--- src/rtl/lcd_driver.sv ---
// lcd_driver: HD44780 8-bit init, then endless 16x2 refresh from a 32-entry char RAM (LCD_DRIVER_CURSOR_EN: cursor+blink on).
// Per char: 2 fetch + 1 setup + EN_CYCLES + wait cycles; no backpressure, the panel is paced purely by cycle counts.
module lcd_driver #(
  parameter int DATA_WIDTH = 8,
  parameter int BITS_SIZE  = 5,
  parameter int INIT_WAIT  = 750000,
  parameter int EN_CYCLES  = 25,
  parameter int CMD_WAIT   = 2500,
  parameter int CLEAR_WAIT = 100000
) (
  input  logic                  clock,
  input  logic                  reset,
  output logic [BITS_SIZE-1:0]  lcdPosRead,
  input  logic [DATA_WIDTH-1:0] dataRead,
  output logic [DATA_WIDTH-1:0] lcd_data,
  output logic                  lcd_rs,
  output logic                  lcd_rw,
  output logic                  lcd_en,
  output logic                  lcd_on,
  output logic                  init_done
);

  localparam int HOLD_CMD = EN_CYCLES + CMD_WAIT;
  localparam int HOLD_CLR = EN_CYCLES + CLEAR_WAIT;
  localparam int MAX_A    = (INIT_WAIT > HOLD_CLR) ? INIT_WAIT : HOLD_CLR;
  localparam int MAX_WAIT = (MAX_A > HOLD_CMD) ? MAX_A : HOLD_CMD;
  localparam int CNT_W    = $clog2(MAX_WAIT + 1);

`ifdef LCD_DRIVER_CURSOR_EN
  localparam logic [7:0] DISP_CTRL = 8'h0F;
`else
  localparam logic [7:0] DISP_CTRL = 8'h0C;
`endif

  typedef enum logic [2:0] {POWER_WAIT, INIT_CMD, LINE_ADDR, FETCH, SEND, HOLD} state_t;

  state_t                  state, state_nxt;
  logic [CNT_W-1:0]        cnt, cnt_nxt, hold_last;
  logic [1:0]              init_idx, init_idx_nxt;
  logic [BITS_SIZE-1:0]    pos, pos_nxt;
  logic [DATA_WIDTH-1:0]   byte_q, byte_nxt;
  logic                    rs_q, rs_nxt, done_q, done_nxt;

  function automatic logic [DATA_WIDTH-1:0] init_byte(input logic [1:0] idx);
    init_byte = DATA_WIDTH'(8'h38);
    case (idx)
      2'd0: init_byte = DATA_WIDTH'(8'h38);
      2'd1: init_byte = DATA_WIDTH'(DISP_CTRL);
      2'd2: init_byte = DATA_WIDTH'(8'h01);
      2'd3: init_byte = DATA_WIDTH'(8'h06);
    endcase
  endfunction

  function automatic logic [DATA_WIDTH-1:0] line_byte(input logic second_line);
    line_byte = second_line ? DATA_WIDTH'(8'hC0) : DATA_WIDTH'(8'h80);
  endfunction

  // Only a clear command earns the long post-enable wait.
  assign hold_last = (!rs_q && byte_q == DATA_WIDTH'(8'h01)) ? CNT_W'(HOLD_CLR - 1)
                                                             : CNT_W'(HOLD_CMD - 1);

  always_comb begin
    state_nxt    = state;
    cnt_nxt      = cnt + 1'b1;
    init_idx_nxt = init_idx;
    pos_nxt      = pos;
    byte_nxt     = byte_q;
    rs_nxt       = rs_q;
    done_nxt     = done_q;
    lcd_en       = 1'b0;
    case (state)
      POWER_WAIT: begin
        if (cnt == CNT_W'(INIT_WAIT - 1)) begin
          state_nxt    = INIT_CMD;
          cnt_nxt      = '0;
          init_idx_nxt = 2'd0;
          byte_nxt     = init_byte(2'd0);
          rs_nxt       = 1'b0;
        end
      end
      INIT_CMD, LINE_ADDR, SEND: begin
        state_nxt = HOLD;
        cnt_nxt   = '0;
      end
      FETCH: begin
        // Address register plus RAM output register: data is ready on the second cycle.
        if (cnt == CNT_W'(1)) begin
          state_nxt = SEND;
          cnt_nxt   = '0;
          byte_nxt  = dataRead;
          rs_nxt    = 1'b1;
        end
      end
      HOLD: begin
        lcd_en = (cnt < CNT_W'(EN_CYCLES));
        if (cnt == hold_last) begin
          cnt_nxt = '0;
          if (!done_q) begin
            if (init_idx == 2'd3) begin
              state_nxt = LINE_ADDR;
              done_nxt  = 1'b1;
              byte_nxt  = line_byte(pos[BITS_SIZE-1]);
              rs_nxt    = 1'b0;
            end else begin
              state_nxt    = INIT_CMD;
              init_idx_nxt = init_idx + 2'd1;
              byte_nxt     = init_byte(init_idx + 2'd1);
            end
          end else if (!rs_q) begin
            state_nxt = FETCH;
          end else begin
            pos_nxt = pos + 1'b1;
            if (pos_nxt[BITS_SIZE-2:0] == '0) begin
              state_nxt = LINE_ADDR;
              byte_nxt  = line_byte(pos_nxt[BITS_SIZE-1]);
              rs_nxt    = 1'b0;
            end else begin
              state_nxt = FETCH;
            end
          end
        end
      end
      default: state_nxt = POWER_WAIT;
    endcase
  end

  always_ff @(posedge clock) begin
    if (reset) begin
      state    <= POWER_WAIT;
      cnt      <= '0;
      init_idx <= '0;
      pos      <= '0;
      byte_q   <= '0;
      rs_q     <= 1'b0;
      done_q   <= 1'b0;
    end else begin
      state    <= state_nxt;
      cnt      <= cnt_nxt;
      init_idx <= init_idx_nxt;
      pos      <= pos_nxt;
      byte_q   <= byte_nxt;
      rs_q     <= rs_nxt;
      done_q   <= done_nxt;
    end
  end

  assign lcdPosRead = pos;
  assign lcd_data   = byte_q;
  assign lcd_rs     = rs_q;
  assign lcd_rw     = 1'b0;
  assign lcd_on     = 1'b1;
  assign init_done  = done_q;

endmodule

--- config.mk ---
export PLATFORM = sky130hd
export DESIGN_NAME = lcd_driver
export DESIGN_NICKNAME = d
export VERILOG_FILES = /design/src/rtl/lcd_driver.sv
export SDC_FILE = /design/constraint.sdc
export NUM_CORES = 1
export LEC_CHECK = 0
export BUFFER_PORTS_ARGS = -buffer_cell sky130_fd_sc_hd__buf_4
export CORE_MARGIN = 2
export CORE_UTILIZATION = 45
export DETAILED_ROUTE_END_ITERATION = 6
export PLACE_DENSITY = 0.69
export SYNTH_ARGS = -nofsm -noshare
export SYNTH_HDL_FRONTEND = slang
export SYNTH_SLANG_ARGS = --single-unit
--- constraint.sdc ---
create_clock -name clock -period 5.2 [get_ports clock]
set_input_delay 0.52 -clock clock [delete_from_list [all_inputs] [get_ports clock]]
set_output_delay 0.52 -clock clock [all_outputs]
set_load 0.05 [all_outputs]
==> results.txt, run 1 <==
* RSZ-0062 raised after global routing: false
- For the worst setup path, the data arrival time is 2.00 ns.
* Startpoint types: flop
* CTS tree: done
* Start point of the worst min-delay path: lcd_data[7]$_SDFFE_PP0P_
- Routed via count divided by cell count: 5.49
- Post-CTS sizing: 0
- In the synthesized netlist the dominant register cell turns out to be sky130_fd_sc_hd__dfxtp_1.
- Outcome: completed
- Synthesized instance count: 281
- Fill cells in the final layout number 522.
- Of the total power, the share spent switching nets is 24.9%.
- Capture point of the worst reg-to-reg path: cnt[18]$_SDFF_PP0_
- Worst slew margin: 51.6%
- For the worst flop-to-flop path, the logic depth is 7.
* Hold-fix buffers at CTS: 0
- Routed signal wires occupy layers up through met4.
- The total area inside the core boundary comes to 5070 um^2.
- Total half-perimeter wirelength after legalization and detailed placement: 3830 um
- Static leakage power: 1.00 nW
- Derived from the worst setup path, the maximum achievable clock frequency is 397 MHz.
* Violation count after the first detailed-routing iteration: 121
* Post-Synthesis Mean Instance Area: 8.37 um^2
* Count of warnings emitted by yosys: 0
- Setup Fix Bufs, Post-CTS: 0
- Total number of clock tree sinks: 40
- Wire segments on met2 add up to 2430 um in the final route.
* Total global routing track utilization: 18.2%
* Total routed wire length on the met1 layer: 2400 um
- Timing analysis after detailed placement gives a worst setup slack of 2.77 ns.
* Type of the worst setup path: reg -> out
- Critical path fanouts, max: 6
- After clock tree synthesis, the clock-pin slew on the worst setup and hold paths is 0.07 ns.
- Summing all flip-flop and latch instances after layout gives 801 um^2.
- 28 I/O pins were placed.
- Summed over all nets, wire length on met3 after detailed routing comes to 258 um.
- Area of the multi-input gates: 1390 um^2
* Die area: 5820 um^2
- In this run the core area contains 26 standard-cell rows.
- The final layout contains routed wiring with a total length of 5160 um.
* Final hold slack: 0.481 ns
- Number of buffers added by the clock tree synthesis step: 5
* Setup tns final: 0 ns
* Die height: 76.3 um
- FFs w/ async S/R, synth: 0%
* Gate power share: 8.9%
- Worst-margin pin slew: 0.706 ns
- Detail Route Antenna Nets: 0
- Worst path setup slack after routing: 2.68 ns
- Counting instances, the worst hold path has a depth of 2.
- Max-slew violation count: 0
- Max-cap violations in this run came to 0.
* Endpoints failing hold: 0
- The first TritonRoute pass finished after 4 iterations.
- Path class of the lowest-slack min-delay path: reg -> reg
- The number of nets in the synthesized netlist is 300.
* Clock latency on the worst-skew pair: 0.29 ns
- Global route total overflow: 0
* H-tree Lvls: 2
- Share of the cycle needed by the critical path after routing: 48.4%
- Most numerous cell types in the synthesized netlist: sky130_fd_sc_hd__dfxtp_1 (40), sky130_fd_sc_hd__nor2_1 (40), sky130_fd_sc_hd__nand2_1 (19)
* Top post-synthesis cells by area: sky130_fd_sc_hd__dfxtp_1 (34%), sky130_fd_sc_hd__nor2_1 (6.4%), sky130_fd_sc_hd__ha_1 (4.8%)
* Die Wd: 76.3 um
* Max IR drop VDD: 0.118 mV
- The via count of the first global-routing pass was 1,855.
- The count of buffers added on input and output ports is 25.
* Total number of vias: 2,015
- Remaining DRCs: 0
* Power Internal: 0.423 mW
- Cells with a size suffix above 1 make up 18.2% of the layout.
* Max clock buf depth: 2
- Setup violations remaining at the end of the flow were counted as 0.
* Clock tree root driver cell: sky130_fd_sc_hd__clkbuf_8
* Required time worst endpoint: 4.68 ns
- Placed insts: 360
- For the final database, setup skew stands at 0.00495 ns.
- Setup slack of the most critical reg-to-reg path: 2.76 ns
- The startpoint identified for the worst register-to-register timing path is cnt[8]$_SDFF_PP0_.
- Final Critical Period: 2.52 ns
* Post-synthesis sequential element count: 40
- Number of enable flip-flop cells after synthesis: 0
- Counting distinct cell types in the post-synthesis netlist gives 59.
* Final Instance Count excl. Fillers: 367
- The initial antenna violation count came to 0.
- Psw: 0.140 mW
- Per report_power, the sequential group accounts for 56.8% of the total.
- 0 antenna diodes ended up in the layout.
- For this run, the register share of the synthesized area comes to 34.1%.
* Final GP Congestion: 0.828
- Once the floorplan was initialized, standard cells occupied 46.3% of the core.
- In this run the cell area of the synthesized design comes to 2350 um^2.
- Area share of the largest cell type after synthesis: 34.1%
- Avg WL per Cell: 14.0 um
* Net count of the finished layout: 316
* Power Density: 217 nW/um^2
- Destination of the worst hold path: lcd_data[7]$_SDFFE_PP0P_
- Placed Area: 2520 um^2
- STA classifies the critical path endpoint as an output pin.
- Relative to the synthesized area, the layout overhead comes to 10.5%.
- Clock network fraction of design power: 34.3%
* First-pass GRT wire length: 8650 um
* Largest area contributor in the synthesized netlist: sky130_fd_sc_hd__dfxtp_1
- With fillers left out, the area of the finished cells amounts to 2600 um^2.
- Largest net degree at the start of global routing: 25
-- power by group through the flow --
stage          Combinational (mW)  Sequential, mW  Clock [mW]
2_1_floorplan              0.0427           0.323           0
3_3_place_gp               0.0503           0.327           0
3_5_place_dp               0.0505           0.327           0
4_1_cts                    0.0508           0.320       0.200
5_1_grt                    0.0568           0.321       0.213
6_report                   0.0501           0.320       0.193
-- sequential cells by signal, indices dropped and copies added, names as in the netlist --
register	cells
init_done	1
lcdPosRead	5
lcd_data	8
state	3
cnt	20
lcd_rs	1
init_idx	2
-- critical path: stages, from the launching register on --
cell	delay (ns)
sky130_fd_sc_hd__dfxtp_1	0.36
sky130_fd_sc_hd__or4_4	0.57
sky130_fd_sc_hd__nor4_2	0.25
sky130_fd_sc_hd__nor4b_1	0.27
sky130_fd_sc_hd__buf_4	0.25
-- area by class of cell --
type | count | share of cell area [%]
Multi-Input combinational cell | 212 | 53.6
Sequential cell | 40 | 30.8
Timing Repair Buffer | 26 | 7.51
Tap cell | 70 | 3.37
Clock buffer | 6 | 2.79
Inverter | 12 | 1.73
Clock inverter | 1 | 0.193
-- through the flow --
| stage | utilization, % | total power, mW |
|---|---|---|
| global route | 51.2 | 0.591 |
| detailed placement | 49.7 | 0.377 |
| CTS | 51.2 | 0.570 |
| global placement | 49.7 | 0.377 |
| floorplan | - | 0.365 |
| finish | 51.2 | 0.563 |
-- worst max-delay path by stage --
stage | cells after the start | to | slack [ns] | from
floorplan | 3 | lcd_en | 1.90 | cnt[12]$_SDFF_PP0_
global placement | 6 | cnt[18]$_SDFF_PP0_ | 2.81 | cnt[12]$_SDFF_PP0_
detailed placement | 7 | cnt[14]$_SDFF_PP0_ | 2.77 | cnt[8]$_SDFF_PP0_
CTS | 4 | lcd_en | 2.65 | cnt[12]$_SDFF_PP0_
global route | 4 | lcd_en | 2.55 | cnt[12]$_SDFF_PP0_
finish | 4 | lcd_en | 2.68 | cnt[12]$_SDFF_PP0_
-- layer usage --
metal / GRT usage (%) / up-vias
met5: 0 / -
met4: 6.55 / 0
met2: 29.3 / 49
met3: 4.27 / 8
met1: 23.9 / 947
li1: - / 1011
-- cells by family after synthesis --
logic type / after synthesis / share of synthesized area [%]
and+or+nand+nor: 133 / 30.8
buffers and inverters: 29 / 6.76
xor gates and xnor gates: 22 / 8.20
DFF: 40 / 34.1
adders and majority gates: 9 / 4.79
other: 2 / 0.319
muxes: 5 / 2.34
AOI/OAI and AO/OA: 41 / 12.8
-- cell usage in the layout (no fill, tap or decap), types with 6 or more instances in the layout --
cell type / Yosys / routed
sky130_fd_sc_hd__nor2b_1: 7 / 7
sky130_fd_sc_hd__xnor2_1: 10 / 10
sky130_fd_sc_hd__ha_1: 9 / 9
sky130_fd_sc_hd__buf_4: 4 / 26
sky130_fd_sc_hd__dfxtp_1: 40 / 40
sky130_fd_sc_hd__nor2_1: 40 / 40
sky130_fd_sc_hd__and3_1: 6 / 6
sky130_fd_sc_hd__nand3_1: 17 / 17
sky130_fd_sc_hd__nand4_1: 9 / 9
sky130_fd_sc_hd__inv_1: 12 / 12
sky130_fd_sc_hd__nand2_1: 19 / 19
sky130_fd_sc_hd__a21oi_1: 11 / 11
sky130_fd_sc_hd__nor3_1: 6 / 6
sky130_fd_sc_hd__xor2_1: 12 / 12
No activity file was read; power rests on OpenSTA's default activity.
==> run 2, diff against run 1 <==
- PLACE_DENSITY: 0.69 -> 0.72
- clock period: 5.2 -> 2.1 ns (I/O delays scaled with it)
==> results.txt, run 2 (synthesis gave the netlist of run 1 again) <==
- Final hold slack: 0.270 ns
- In this run the critical register-to-register path is launched from cnt[12]$_SDFF_PP0_.
* Crit path launch: cnt[8]$_SDFF_PP0_
- Number of buffers and inverters on the critical path: 2
- Core Area: 5070 um^2
- The number of hold violations in the final report was 0.
- Routed via count divided by cell count: 5.47
* Die area: 5820 um^2
- Once detail routing completed, the nets flagged for antenna violations numbered 0.
- The tree built by TritonCTS fans out to 40 sinks.
* Worst slew margin: 63.4%
* Largest clock skew in the final design: 0.00987 ns
- Measured along the x axis, the die boundary spans 76.3 um.
- Counting I/O delays and the setup requirement, the final critical path takes 2.17 ns.
- Number of buffers inserted by port buffering: 25
- In the final layout, flip-flops and latches occupy 810 um^2.
- Counting the fill cells in the layout gives 472.
- Leaving out fill and tap cells, the most frequent cell in the layout is sky130_fd_sc_hd__buf_4.
- In this run the static leakage power is 1.16 nW.
* Share of the cycle needed by the critical path after routing: 103%
- Cell type group with the largest total delay on the critical path: simple AND/OR/NAND/NOR gates
- Violation count after the first detailed-routing iteration: 191
- The initial antenna violation count is 0.
- The setup path with the least slack is of type reg -> out.
- Routability-driven placement finished with a final weighted congestion of 0.895.
* Maximum single-stage delay on the critical path: 0.54 ns
* Outcome: finished, violations left
- Clock slew at the register clock pins of the worst setup and hold paths: 0.08 ns
- VDD sags by at most 0.300 mV.
* Total global routing track utilization: 20.4%
* End-of-flow core utilization: 57.6%
* Number of cell rows: 26
* Worst-margin pin slew: 0.547 ns
- Max clock buf depth: 2
* Failing checks: setup timing
- Number of flip-flops under the largest register name: 20
- Measured along the y axis, the die boundary spans 76.3 um.
- The routed design has 5710 um of wire.
- Entering global routing, the biggest net connects 25 pins.
* Achievable frequency: 461 MHz
* Required time worst endpoint: 1.89 ns
- CTS tree: done
* Total half-perimeter wirelength after legalization and detailed placement: 4180 um
- The first global-routing pass estimated 9720 um of wire.
- Compared with the post-synthesis result, the final layout area differs by 24.3%.
* Critical path fanouts, max: 2
- Slowest library cell on the worst path: sky130_fd_sc_hd__or4_4
- The root buffer cell chosen for the clock tree is sky130_fd_sc_hd__clkbuf_8.
- The top cell types in the final layout, fill and taps aside, are sky130_fd_sc_hd__buf_4 (47), sky130_fd_sc_hd__nor2_1 (40), sky130_fd_sc_hd__dfxtp_1 (35).
* Startpoint types: flop
* Net count of the finished layout: 339
- Clock network fraction of design power: 42.3%
- Switching Share: 23.4%
* Global route total overflow: 0
- Power spread over the standard cell area amounts to 560 nW/um^2.
- Remaining DRCs: 0
- The worst setup path is captured at an output pin.
- Cells along the critical path: or4_4, nor4_4, buf_4, nor4b_4, buf_6
* Area of the multi-input gates: 1480 um^2
- The via count of the first global-routing pass was 2,125.
- Per report_power, the sequential group accounts for 48.2% of the total.
- Number of buffers added by the clock tree synthesis step: 5
- Gate power share: 9.4%
* I/O pin count: 28
* Setup violators final: 7
* RSZ-0062 raised after global routing: true
* Total number of vias: 2,139
* H-tree Lvls: 2
- Initial cell density of the core: 46.3%
- Share of cells above drive strength 1: 29.9%
- Worst path setup slack after routing: -0.0691 ns
* Avg WL per Cell: 14.6 um
- The first TritonRoute pass finished after 4 iterations.
* Power Internal: 1.25 mW
- The number of pins exceeding their max-slew limit in the final report came to 0.
- Start point of the worst min-delay path: reset
* Final antenna diode count: 0
- Psw: 0.382 mW
* Register name with the most flops: cnt
- For the worst setup path, the data arrival time is 1.96 ns.
- At the later pin of the worst-skew pair, clock insertion delay measures 0.29 ns.
- Path class of the lowest-slack min-delay path: in -> reg
- Max-cap violations: 0
==> run 2: cell types whose count changed in the layout (fill, tap and decap cells not counted), sizes merged <==
cell | before | now
clkbuf | 6 | 7
bufinv | 0 | 1
clkinv | 1 | 0
buf | 26 | 49
==> run 2: cell type report <==
type | instances | area share (%)
clock buffer | 7 | 3.30
clock inverter | 1 | 1.03
inverter | 12 | 1.54
multi-input combinational | 212 | 50.8
sequential | 40 | 27.7
tap | 70 | 3.00
timing repair buffer | 49 | 12.6
==> run 2: timing repair <==
item	4_1_cts	5_1_grt
gates cloned	1	0
resized for setup	10	11
setup buffers	3	1
hold buffers	0	0
setup endpoints to repair	15	37
pin swaps	5	3
==> run 2: layer usage <==
metal | routed length (um) | global-route usage [%]
met4 | 133 | 7.82
met1 | 2400 | 24.2
met2 | 2920 | 36.2
met5 | 0 | 0
met3 | 252 | 4.15
==> run 2: worst register-to-register path, cell delays in order, from the launching register on <==
cell and delay [ns]:
sky130_fd_sc_hd__dfxtp_2 0.32, sky130_fd_sc_hd__or4_4 0.57, sky130_fd_sc_hd__nor4_4 0.33, sky130_fd_sc_hd__buf_4 0.17
sky130_fd_sc_hd__and3_4 0.20, sky130_fd_sc_hd__o211ai_4 0.14, sky130_fd_sc_hd__mux2_2 0.31
==> run 2: path summary, 6_finish.rpt <==
kind	to	cells after the start	slack, ns
setup / recovery	lcd_en	5	-0.07
hold reg to reg	cnt[0]$_SDFF_PP0_	1	0.48
hold / removal	lcdPosRead[4]$_SDFFE_PP0P_	2	0.27
setup reg to reg	lcd_data[6]$_SDFFE_PP0P_	6	-0.04
==> run 2: power by group through the flow <==
| stage | combinational [mW] | clock, mW | sequential (mW) |
|---|---|---|---|
| after CTS | 0.148 | 0.704 | 0.789 |
| after global placement | 0.137 | 0 | 0.807 |
| final | 0.155 | 0.693 | 0.789 |
| after global routing | 0.169 | 0.745 | 0.793 |
| after floorplan | 0.106 | 0 | 0.799 |
| after detailed placement | 0.138 | 0 | 0.807 |
==> run 2: per-stage QoR <==
stage,std cells,worst slack (ns),setup TNS (ns),power [mW],cell area [um^2]
CTS,391,-0.0833,-0.228,1.64,2870
floorplan,281,0.00987,0,0.905,2370
detailed placement,379,0.00402,0,0.945,2680
global placement,379,-0.0314,-0.0314,0.944,2680
finish,391,-0.0691,-0.200,1.64,2920
global route,391,-0.129,-3.19,1.71,2920
==> run 3, diff against run 2 <==
- GPL_ROUTABILITY_DRIVEN: not set -> 0
- PLACE_DENSITY: 0.72 -> 0.69
- SLEW_MARGIN: not set -> 5
- clock period: 2.1 -> 2.2 ns (I/O delays scaled with it)
==> results.txt, run 3 (synthesis gave the netlist of run 1 again) <==
- The min-delay analysis places its worst path in the category in -> reg.
* Capture point of the worst reg-to-reg path: lcd_data[0]$_SDFFE_PP0P_
- Largest net degree at the start of global routing: 25
* Remaining DRCs: 0
- The run finished with clean final reports.
- Post-route cell area: 2750 um^2
- The completed layout was analyzed and its total power is 1.39 mW.
- STA classifies the critical path endpoint as an output pin.
- The finished layout holds 383 standard cells, fillers aside.
- Static leakage power: 1.10 nW
- The worst register-to-register path begins at cnt[12]$_SDFF_PP0_.
- Number of flip-flops under the largest register name: 20
* I/O pin count: 28
* Total number of vias: 2,047
* Power Density: 507 nW/um^2
- In this run the worst setup path terminates at lcd_en.
- The final layout contains routed wiring with a total length of 5210 um.
* Final antenna diode count: 0
- The first global-routing pass estimated 9020 um of wire.
* Routed via count divided by cell count: 5.34
- No sink is reached through more buffers than the 2 on the longest clock path.
- Detailed placement ended at an HPWL of 3930 um.
* End-of-flow core utilization: 54.2%
* Crit path launch: cnt[12]$_SDFF_PP0_
- Hold-fix buffers at CTS: 0
- Setup violators final: 0
* Share of cells above drive strength 1: 23.3%
* Achievable frequency: 472 MHz
- For the final database, setup skew stands at 0.00851 ns.
- Die Wd: 76.3 um
- Max-slew violation count: 0
* Length of the first detailed-routing pass in iterations: 5
- In the final layout, the multi-input gates occupy 1410 um^2.
- In this run the standard cell core region covers 5070 um^2.
- The count of buffers added on input and output ports is 25.
- The tree built by TritonCTS fans out to 40 sinks.
* Type of the worst setup path: reg -> out
- Global route total overflow: 0
* Endpoint arrival time on the critical path: 1.90 ns
* CTS tree: done
- Number of cell rows: 26
- Clock tree synthesis inserted a total of 5 buffers.
- The register with the most flip-flops in the final layout is cnt.
- The initial antenna violation count was 0.
* Startpoint types: flop
* Setup Fix Bufs, Post-CTS: 0
* Critical path fanouts, max: 2
* H-tree Lvls: 2
- Clock latency on the worst-skew pair: 0.29 ns
* Die height: 76.3 um
- Number of global-route vias before repair: 1,972
- The number of hold violations in the final report was 0.
- STA puts the critical path data required time at 1.98 ns.
- Die area: 5820 um^2
- Share of the cycle needed by the critical path after routing: 96.3%
* Total global routing track utilization: 18.9%
* Avg WL per Cell: 13.6 um
* Setup tns final: 0 ns
- Max IR drop VDD: 0.303 mV
- The number of placed instances, taps included, is 375.
* Clock slew at the register clock pins of the worst setup and hold paths: 0.08 ns
- In this run the remaining antenna-violating nets after routing total 0.
- FF-to-FF path depth: 6
- Placed Area: 2650 um^2
- Setup slack of the most critical reg-to-reg path: 0.10 ns
- Area growth from synthesis to layout: 17.0%
- Clock tree root driver cell: sky130_fd_sc_hd__clkbuf_8
- Initial cell density of the core: 46.3%
- For this run, the post-layout net count is 331.
- Violation count after the first detailed-routing iteration: 154
* Worst Hold Depth: 2
- The filler cells instantiated in the layout total 525.
- Post-CTS sizing: 0
- In the layout the commonest cells are sky130_fd_sc_hd__nor2_1 (40), sky130_fd_sc_hd__dfxtp_1 (40), sky130_fd_sc_hd__buf_4 (40).
* Final Critical Period: 2.12 ns
- Max-cap violations: 0
* Sequential cell area: 801 um^2
* RSZ-0062 raised after global routing: false
## run 3: changes by cell type in the layout (fill, tap and decap cells not counted), moves of 2 or more
cell,delta
sky130_fd_sc_hd__nor4bb_2,-2
sky130_fd_sc_hd__a221oi_2,-2
sky130_fd_sc_hd__dfxtp_2,-4
sky130_fd_sc_hd__a221oi_1,+2
sky130_fd_sc_hd__nor4bb_1,+2
sky130_fd_sc_hd__dfxtp_1,+5
sky130_fd_sc_hd__buf_4,-7
sky130_fd_sc_hd__clkinv_2,+2
## run 3: area by class of cell
class                           count  share of cell area, %
Multi-Input combinational cell    212                   51.4
Clock inverter                      2                  0.364
Sequential cell                    40                   29.1
Clock buffer                        6                   3.00
Tap cell                           70                   3.18
Inverter                           12                   1.64
Timing Repair Buffer               41                   11.3
## run 3: how the worst min path moves through the flow
| stage | slack, ns | to | from |
|---|---|---|---|
| finish | 0.27 | lcdPosRead[4]$_SDFFE_PP0P_ | reset |
| global route | 0.28 | lcdPosRead[2]$_SDFFE_PP0P_ | reset |
| CTS | 0.26 | lcdPosRead[0]$_SDFFE_PP0P_ | reset |
| detailed placement | 0.47 | cnt[0]$_SDFF_PP0_ | cnt[0]$_SDFF_PP0_ |
| global placement | 0.46 | cnt[0]$_SDFF_PP0_ | cnt[0]$_SDFF_PP0_ |
| floorplan | 0.44 | cnt[0]$_SDFF_PP0_ | cnt[0]$_SDFF_PP0_ |
## run 3: critical path: stages (launching register included)
cell,delay (ns)
sky130_fd_sc_hd__dfxtp_1,0.31
sky130_fd_sc_hd__or4_4,0.56
sky130_fd_sc_hd__nor4_2,0.27
sky130_fd_sc_hd__nor4b_4,0.27
sky130_fd_sc_hd__buf_6,0.20
## run 3: where the power goes
| part | switching [mW] | internal (mW) |
|---|---|---|
| combinational | 0.0775 | 0.0547 |
| sequential | 0.0162 | 0.737 |
| clock | 0.258 | 0.250 |
## run 3: per-stage QoR
stage	hold slack [ns]	setup slack (ns)
floorplan	0.441	0.0773
global placement	0.459	0.146
detailed placement	0.468	0.117
CTS	0.256	0.0419
global route	0.285	0.000175
finish	0.269	0.0822
## run 3: per-layer routing
layer  part of all wire, %  track usage (%)  vias up
met5                     0                0        -
met4                  0.61             5.27        0
met3                   4.7             5.09        4
met2                    49             32.6       54
met1                    45             23.1      948
li1                      -                -     1041
